$ cat src/rtl/shift_arbiter.sv
// shift_arbiter: round-robin sequencer that shares one combinational barrel
// shifter between N_REQ requesters. One request is accepted, executed and
// returned before the next one is granted (IDLE -> EXEC -> RESP).
// Build option: define SHIFT_ARB_FLAGS_EN to register and return the zero and
// ASL-overflow flags; without it rsp_zf_out/rsp_vf_out are tied low.
//
// Handshakes: a transfer happens on a rising edge where valid and ready are
// both high. Requesters hold valid and payload until accepted. The response
// payload is held stable while rsp_valid_out is high and rsp_ready_in is low.

module barrelshifter #(
    parameter int D_SIZE = 8
) (
    input  logic [D_SIZE-1:0]         i_x,
    input  logic [$clog2(D_SIZE)-1:0] i_s,
    input  logic [2:0]                i_op,
    output logic [D_SIZE-1:0]         o_y,
    output logic                      o_zf,
    output logic                      o_vf
);
    localparam int SW = $clog2(D_SIZE);
    localparam logic [SW:0] DW = (SW+1)'(D_SIZE);

    logic [SW:0]       w_inv;
    logic [D_SIZE-1:0] w_lsl;
    logic [D_SIZE-1:0] w_ror;
    logic [D_SIZE-1:0] w_rol;
    logic [D_SIZE-1:0] w_asl_back;

    // A shift by D_SIZE yields zero, so s=0 rotates return x unchanged.
    assign w_inv      = DW - {1'b0, i_s};
    assign w_lsl      = i_x << i_s;
    assign w_ror      = (i_x >> i_s) | (i_x << w_inv);
    assign w_rol      = (i_x << i_s) | (i_x >> w_inv);
    // Shifting back arithmetically recovers x only if no significant bit was lost.
    assign w_asl_back = $unsigned($signed(w_lsl) >>> i_s);

    // Select the result by op code; ASL keeps the sign bit in place.
    always_comb begin
        o_y  = '0;
        o_vf = 1'b0;
        case (i_op)
            3'b000:         o_y = i_x >> i_s;
            3'b001:         o_y = $unsigned($signed(i_x) >>> i_s);
            3'b010, 3'b011: o_y = w_ror;
            3'b100:         o_y = w_lsl;
            3'b101: begin
                o_y  = {i_x[D_SIZE-1], w_lsl[D_SIZE-2:0]};
                o_vf = (w_asl_back != i_x);
            end
            default:        o_y = w_rol;
        endcase
    end

    assign o_zf = (o_y == '0);
endmodule

module shift_arbiter #(
    parameter int D_SIZE = 8,
    parameter int N_REQ  = 4
) (
    input  logic                             clk_in,
    input  logic                             rst_n_in,
    input  logic [N_REQ-1:0]                 req_valid_in,
    output logic [N_REQ-1:0]                 req_ready_out,
    input  logic [N_REQ*D_SIZE-1:0]          req_x_in,
    input  logic [N_REQ*$clog2(D_SIZE)-1:0]  req_s_in,
    input  logic [N_REQ*3-1:0]               req_op_in,
    output logic                             rsp_valid_out,
    input  logic                             rsp_ready_in,
    output logic [$clog2(N_REQ)-1:0]         rsp_id_out,
    output logic [D_SIZE-1:0]                rsp_y_out,
    output logic                             rsp_zf_out,
    output logic                             rsp_vf_out,
    output logic                             busy_out
);
    localparam int SW  = $clog2(D_SIZE);
    localparam int IDW = $clog2(N_REQ);

    typedef enum logic [1:0] {ST_IDLE, ST_EXEC, ST_RESP} state_t;

    state_t            r_state;
    state_t            w_next_state;
    logic [IDW-1:0]    r_last_grant;
    logic [D_SIZE-1:0] r_x;
    logic [SW-1:0]     r_s;
    logic [2:0]        r_op;
    logic [IDW-1:0]    r_id;
    logic [IDW-1:0]    r_rsp_id;
    logic [D_SIZE-1:0] r_y;
    logic [IDW-1:0]    w_win_id;
    logic              w_any_valid;
    logic              w_grant_en;
    logic              w_req_fire;
    logic [D_SIZE-1:0] w_bs_y;
    logic              w_bs_zf;
    logic              w_bs_vf;

    function automatic logic [IDW-1:0] rr_idx(input logic [IDW-1:0] base, input int k);
        int t;
        t = (int'(base) + k) % N_REQ;
        return IDW'(t);
    endfunction

    // Round-robin search upward from last_grant+1; the nearest valid requester wins.
    always_comb begin
        w_any_valid = 1'b0;
        w_win_id    = '0;
        for (int k = N_REQ; k >= 1; k--) begin
            if (req_valid_in[rr_idx(r_last_grant, k)]) begin
                w_any_valid = 1'b1;
                w_win_id    = rr_idx(r_last_grant, k);
            end
        end
    end

    // Grants are masked while reset is asserted so ready reads low during reset.
    assign w_grant_en = (r_state == ST_IDLE) && rst_n_in;
    assign w_req_fire = w_grant_en && w_any_valid;

    // State register.
    always_ff @(posedge clk_in or negedge rst_n_in) begin
        if (!rst_n_in) r_state <= ST_IDLE;
        else           r_state <= w_next_state;
    end

    // Next-state logic.
    always_comb begin
        w_next_state = r_state;
        case (r_state)
            ST_IDLE: if (w_any_valid)  w_next_state = ST_EXEC;
            ST_EXEC:                   w_next_state = ST_RESP;
            ST_RESP: if (rsp_ready_in) w_next_state = ST_IDLE;
            default:                   w_next_state = ST_IDLE;
        endcase
    end

    // Output decode: one-hot grant in IDLE only, response valid in RESP.
    always_comb begin
        req_ready_out = '0;
        if (w_req_fire) req_ready_out = N_REQ'(1) << w_win_id;
        rsp_valid_out = (r_state == ST_RESP);
        busy_out      = (r_state != ST_IDLE);
    end

    // Operand capture on grant and result capture at the end of EXEC.
    always_ff @(posedge clk_in or negedge rst_n_in) begin
        if (!rst_n_in) begin
            r_last_grant <= IDW'(N_REQ - 1);
            r_x          <= '0;
            r_s          <= '0;
            r_op         <= '0;
            r_id         <= '0;
            r_rsp_id     <= '0;
            r_y          <= '0;
        end else begin
            if (w_req_fire) begin
                r_x          <= req_x_in[int'(w_win_id)*D_SIZE +: D_SIZE];
                r_s          <= req_s_in[int'(w_win_id)*SW +: SW];
                r_op         <= req_op_in[int'(w_win_id)*3 +: 3];
                r_id         <= w_win_id;
                r_last_grant <= w_win_id;
            end
            if (r_state == ST_EXEC) begin
                r_y      <= w_bs_y;
                r_rsp_id <= r_id;
            end
        end
    end

    // The shared shifter only ever sees the registered operands.
    barrelshifter #(.D_SIZE(D_SIZE)) u_bs (
        .i_x  (r_x),
        .i_s  (r_s),
        .i_op (r_op),
        .o_y  (w_bs_y),
        .o_zf (w_bs_zf),
        .o_vf (w_bs_vf)
    );

    assign rsp_id_out = r_rsp_id;
    assign rsp_y_out  = r_y;

`ifdef SHIFT_ARB_FLAGS_EN
    logic r_zf;
    logic r_vf;

    // Flags are captured together with y.
    always_ff @(posedge clk_in or negedge rst_n_in) begin
        if (!rst_n_in) begin
            r_zf <= 1'b0;
            r_vf <= 1'b0;
        end else if (r_state == ST_EXEC) begin
            r_zf <= w_bs_zf;
            r_vf <= w_bs_vf;
        end
    end

    assign rsp_zf_out = r_zf;
    assign rsp_vf_out = r_vf;
`else
    logic w_unused_flags;
    assign w_unused_flags = w_bs_zf | w_bs_vf;
    assign rsp_zf_out     = 1'b0;
    assign rsp_vf_out     = 1'b0;
`endif
endmodule

$ cat config.mk
export PLATFORM = sky130hd
export DESIGN_NAME = shift_arbiter
export DESIGN_NICKNAME = d
export VERILOG_FILES = /design/src/rtl/shift_arbiter.sv
export SDC_FILE = /design/constraint.sdc
export NUM_CORES = 1
export LEC_CHECK = 0
export CORE_UTILIZATION = 65
export DETAILED_ROUTE_END_ITERATION = 7
export DONT_BUFFER_PORTS = 1
export GPL_TIMING_DRIVEN = 0
export HOLD_SLACK_MARGIN = 0.06
export PLACE_DENSITY = 0.91
export SETUP_SLACK_MARGIN = 0.02
export SLEW_MARGIN = 10
export SYNTH_ARGS = -nofsm -noshare
export SYNTH_HDL_FRONTEND = slang
export SYNTH_SLANG_ARGS = --single-unit
export TNS_END_PERCENT = 100
$ cat constraint.sdc
create_clock -name clk_in -period 3.49 [get_ports clk_in]
set_clock_uncertainty 0.15 [all_clocks]
set_input_delay 0.349 -clock clk_in [delete_from_list [all_inputs] [get_ports clk_in]]
set_output_delay 0.349 -clock clk_in [all_outputs]
set_load 0.005 [all_outputs]
==> summary.md <==
| Metric | Value |
|---|---|
| PwrDens | `1120 nW/um^2` |
| Asr flop ratio synth | `100%` |
| #FFs+latches synth | `30` |
| Lkg Pwr | `1.32 nW` |
| Status | `complete, no violations` |
| Layout area overhead | `7.42%` |
| Seq/Total Area, Yosys | `23.5%` |
| FMAX | `323 MHz` |
| Antenna-violating nets left | `0` |
| Worst EP required | `3.55 ns` |
| Max Slew Vio Count | `0` |
| Most used DFF post-synth | `dfrtp_1` |
| Width of the die | `72.2 um` |
| WHS Path Cells | `2` |
| CP Class | `reg2reg` |
| Synthesized area | `3200 um^2` |
| Warning count from the yosys run | `0` |
| Vias in the first global route | `2966` |
| Core Footprint | `4720 um^2` |
| Initial antenna violation count | `0` |
| DR vias | `3179` |
| Initial core utilization | `67.8%` |
| Detail Placement HPWL | `7300 um` |
| Commonest non-fill, non-tap cell in the layout | `nand2_1` |
| Clock Root Buffer | `clkbuf_8` |
| Post-synth EDFFs | `0` |
| Iter 0 DRT Violations | `609` |
| Via density | `7.11` |
| Commonest cells after routing, fill and taps aside | `nand2_1 (38), mux2i_1 (33), nand3_1 (33)` |
| Vert. Die Dim | `72.2 um` |
| Fin util | `72.8%` |
| Worst Tran Pin Value | `0.709 ns` |
| Global route overflow | `0` |
| Clock period minus worst slack | `3.10 ns` |
| Num CTS Buffers | `5` |
| Largest net degree at the start of global routing | `31` |
| Port-buffer cells | `0` |
| Post-synth cell types | `58` |
| Gpl congestion | `1.04` |
| Clk_lat worst skew | `0.29 ns` |
| H-tree depth | `2` |
| Average size of a mapped cell | `8.70 um^2` |
| Worst-path clk slew | `0.07 ns` |
| Final Hold Fails | `0` |
| # diodes | `0` |
| DR WL/cell | `22.3 um` |
| Final net count | `443` |
| Clk buf depth | `2` |
| Period utilization | `88.8%` |
| Reg2reg path depth | `10` |
| Die Area | `5210 um^2` |
| Max-cap violations | `0` |
| Routed wire length | `9950 um` |
| GRT Overall Usage | `39.2%` |
| HP Class | `in2reg` |
| Rel. slew slack | `52.6%` |
| CP max FO | `10` |
| Fin Setup TNS | `0 ns` |
| # resized after CTS | `0` |
| First-pass GRT wire length | `15300 um` |
| RSZ-0062 raised after global routing | `no` |
| Arr. time, crit path | `3.16 ns` |
| DRC viols | `0` |
| Crit end category | `register` |
| DR pass1 iterations | `6` |
| Maximum VDD drop | `0.643 mV` |
| Top-level I/O count | `81` |
| Num Clock Sinks | `30` |
| Fraction of layout cells with a size suffix above 1 | `20.0%` |
| Final setup viols | `0` |
| CTS tree | `built` |
| Post-Syn Instances | `368` |
| FP Rows | `25` |
| WHS | `0.123 ns` |
| Crit start category | `register` |
-- metal layers --
layer  part of all wire [%]  vias up  global-route usage (%)
met5                      0        -                       0
met1                     38     1459                    50.2
met2                     47      271                    62.5
met3                     10       49                    7.92
met4                    4.5        0                    20.9
li1                       -     1400                       -
-- report_power, final --
part	total (mW)	switching (mW)	internal, mW	leakage [nW]
sequential	0.703	0.171	0.533	0.360
clock	0.342	0.143	0.199	0.0575
combinational	2.79	1.64	1.15	0.904
total	3.84	1.96	1.88	1.32
-- state kept, by name, summed over array words and instances (netlist names) --
name and flops:
r_x 8, rsp_id_out 2, r_s 3, r_op 3, r_state 2, r_id 2
rsp_y_out 8, r_last_grant 2
-- metrics by stage --
step	total power, mW	area [um^2]	std cells	setup WS [ns]
2_1_floorplan	2.75	3210	369	1.03
3_3_place_gp	3.34	3290	436	0.520
3_5_place_dp	3.37	3290	436	0.516
6_report	3.84	3440	447	0.391
5_1_grt	4.02	3440	447	0.278
4_1_cts	3.74	3440	447	0.492
-- kinds of logic after synthesis --
group | synth area share [%]
other | 0.117
AO/OA/AOI/OAI | 17.2
XOR/XNOR | 1.72
buffers and inverters | 9.41
multiplexers | 24.3
AND/OR/NAND/NOR | 23.4
adder cells (fa/ha/maj) | 0.391
flip-flops | 23.5
-- Yosys cell counts (4+ instances only) --
cell | count | area [um^2]
a211oi_1 | 7 | 52.6
nand3_1 | 33 | 165
o211ai_1 | 10 | 75.1
nor2b_1 | 7 | 43.8
o21ai_0 | 7 | 35.0
clkbuf_1 | 12 | 45.0
a31oi_1 | 7 | 43.8
nor3b_1 | 4 | 30.0
o22ai_1 | 8 | 50.1
mux2_2 | 16 | 180
dfrtp_1 | 28 | 701
buf_6 | 9 | 101
inv_1 | 5 | 18.8
nand2b_1 | 12 | 75.1
nor3_1 | 5 | 25.0
a21oi_1 | 10 | 50.1
nand2_1 | 38 | 143
mux2i_1 | 33 | 330
nor2_1 | 29 | 109
o221ai_1 | 7 | 61.3
buf_2 | 15 | 75.1
buf_4 | 5 | 37.5
mux4_2 | 9 | 203
-- worst max-delay path: stages, from the launching register on --
cell,delay (ns)
dfrtp_1,0.32
buf_2,0.19
buf_2,0.28
inv_1,0.20
ha_1,0.38
buf_2,0.29
clkbuf_1,0.43
mux4_2,0.39
nor2_1,0.17
nor2_1,0.06
a31oi_1,0.16
-- area by class of cell --
type | instances | area, um^2
Sequential cell | 30 | 753
Timing Repair Buffer | 3 | 40.0
Buffer | 42 | 279
Tap cell | 67 | 83.8
Fill cell | 346 | 1280
Multi-Input combinational cell | 291 | 2150
Inverter | 6 | 22.5
Clock buffer | 8 | 110
-- path summary, 6_finish.rpt --
path,start,endpoint,slack (ns)
worst max-delay path,r_s[1]$_DFFE_PN0P_,rsp_y_out[1]$_DFFE_PN0N_,0.39
worst min-delay path,req_s_in[2],r_s[2]$_DFFE_PN0P_,0.12
worst max register to register,r_s[1]$_DFFE_PN0P_,rsp_y_out[1]$_DFFE_PN0N_,0.39
worst min register to register,r_id[1]$_DFFE_PN0P_,rsp_id_out[1]$_DFFE_PN0N_,0.33
max in group asynchronous,rst_n_in,r_last_grant[0]$_DFFE_PN1P_,2.60
min in group asynchronous,rst_n_in,rsp_y_out[3]$_DFFE_PN0N_,0.34
-- repair_timing --
item                                   4_1_cts  5_1_grt
endpoints found under the hold margin       31        0
setup endpoints to repair                    0        0
setup buffers                                0        0
hold buffers                                 3        0
No activity file was read; power rests on OpenSTA's default activity.
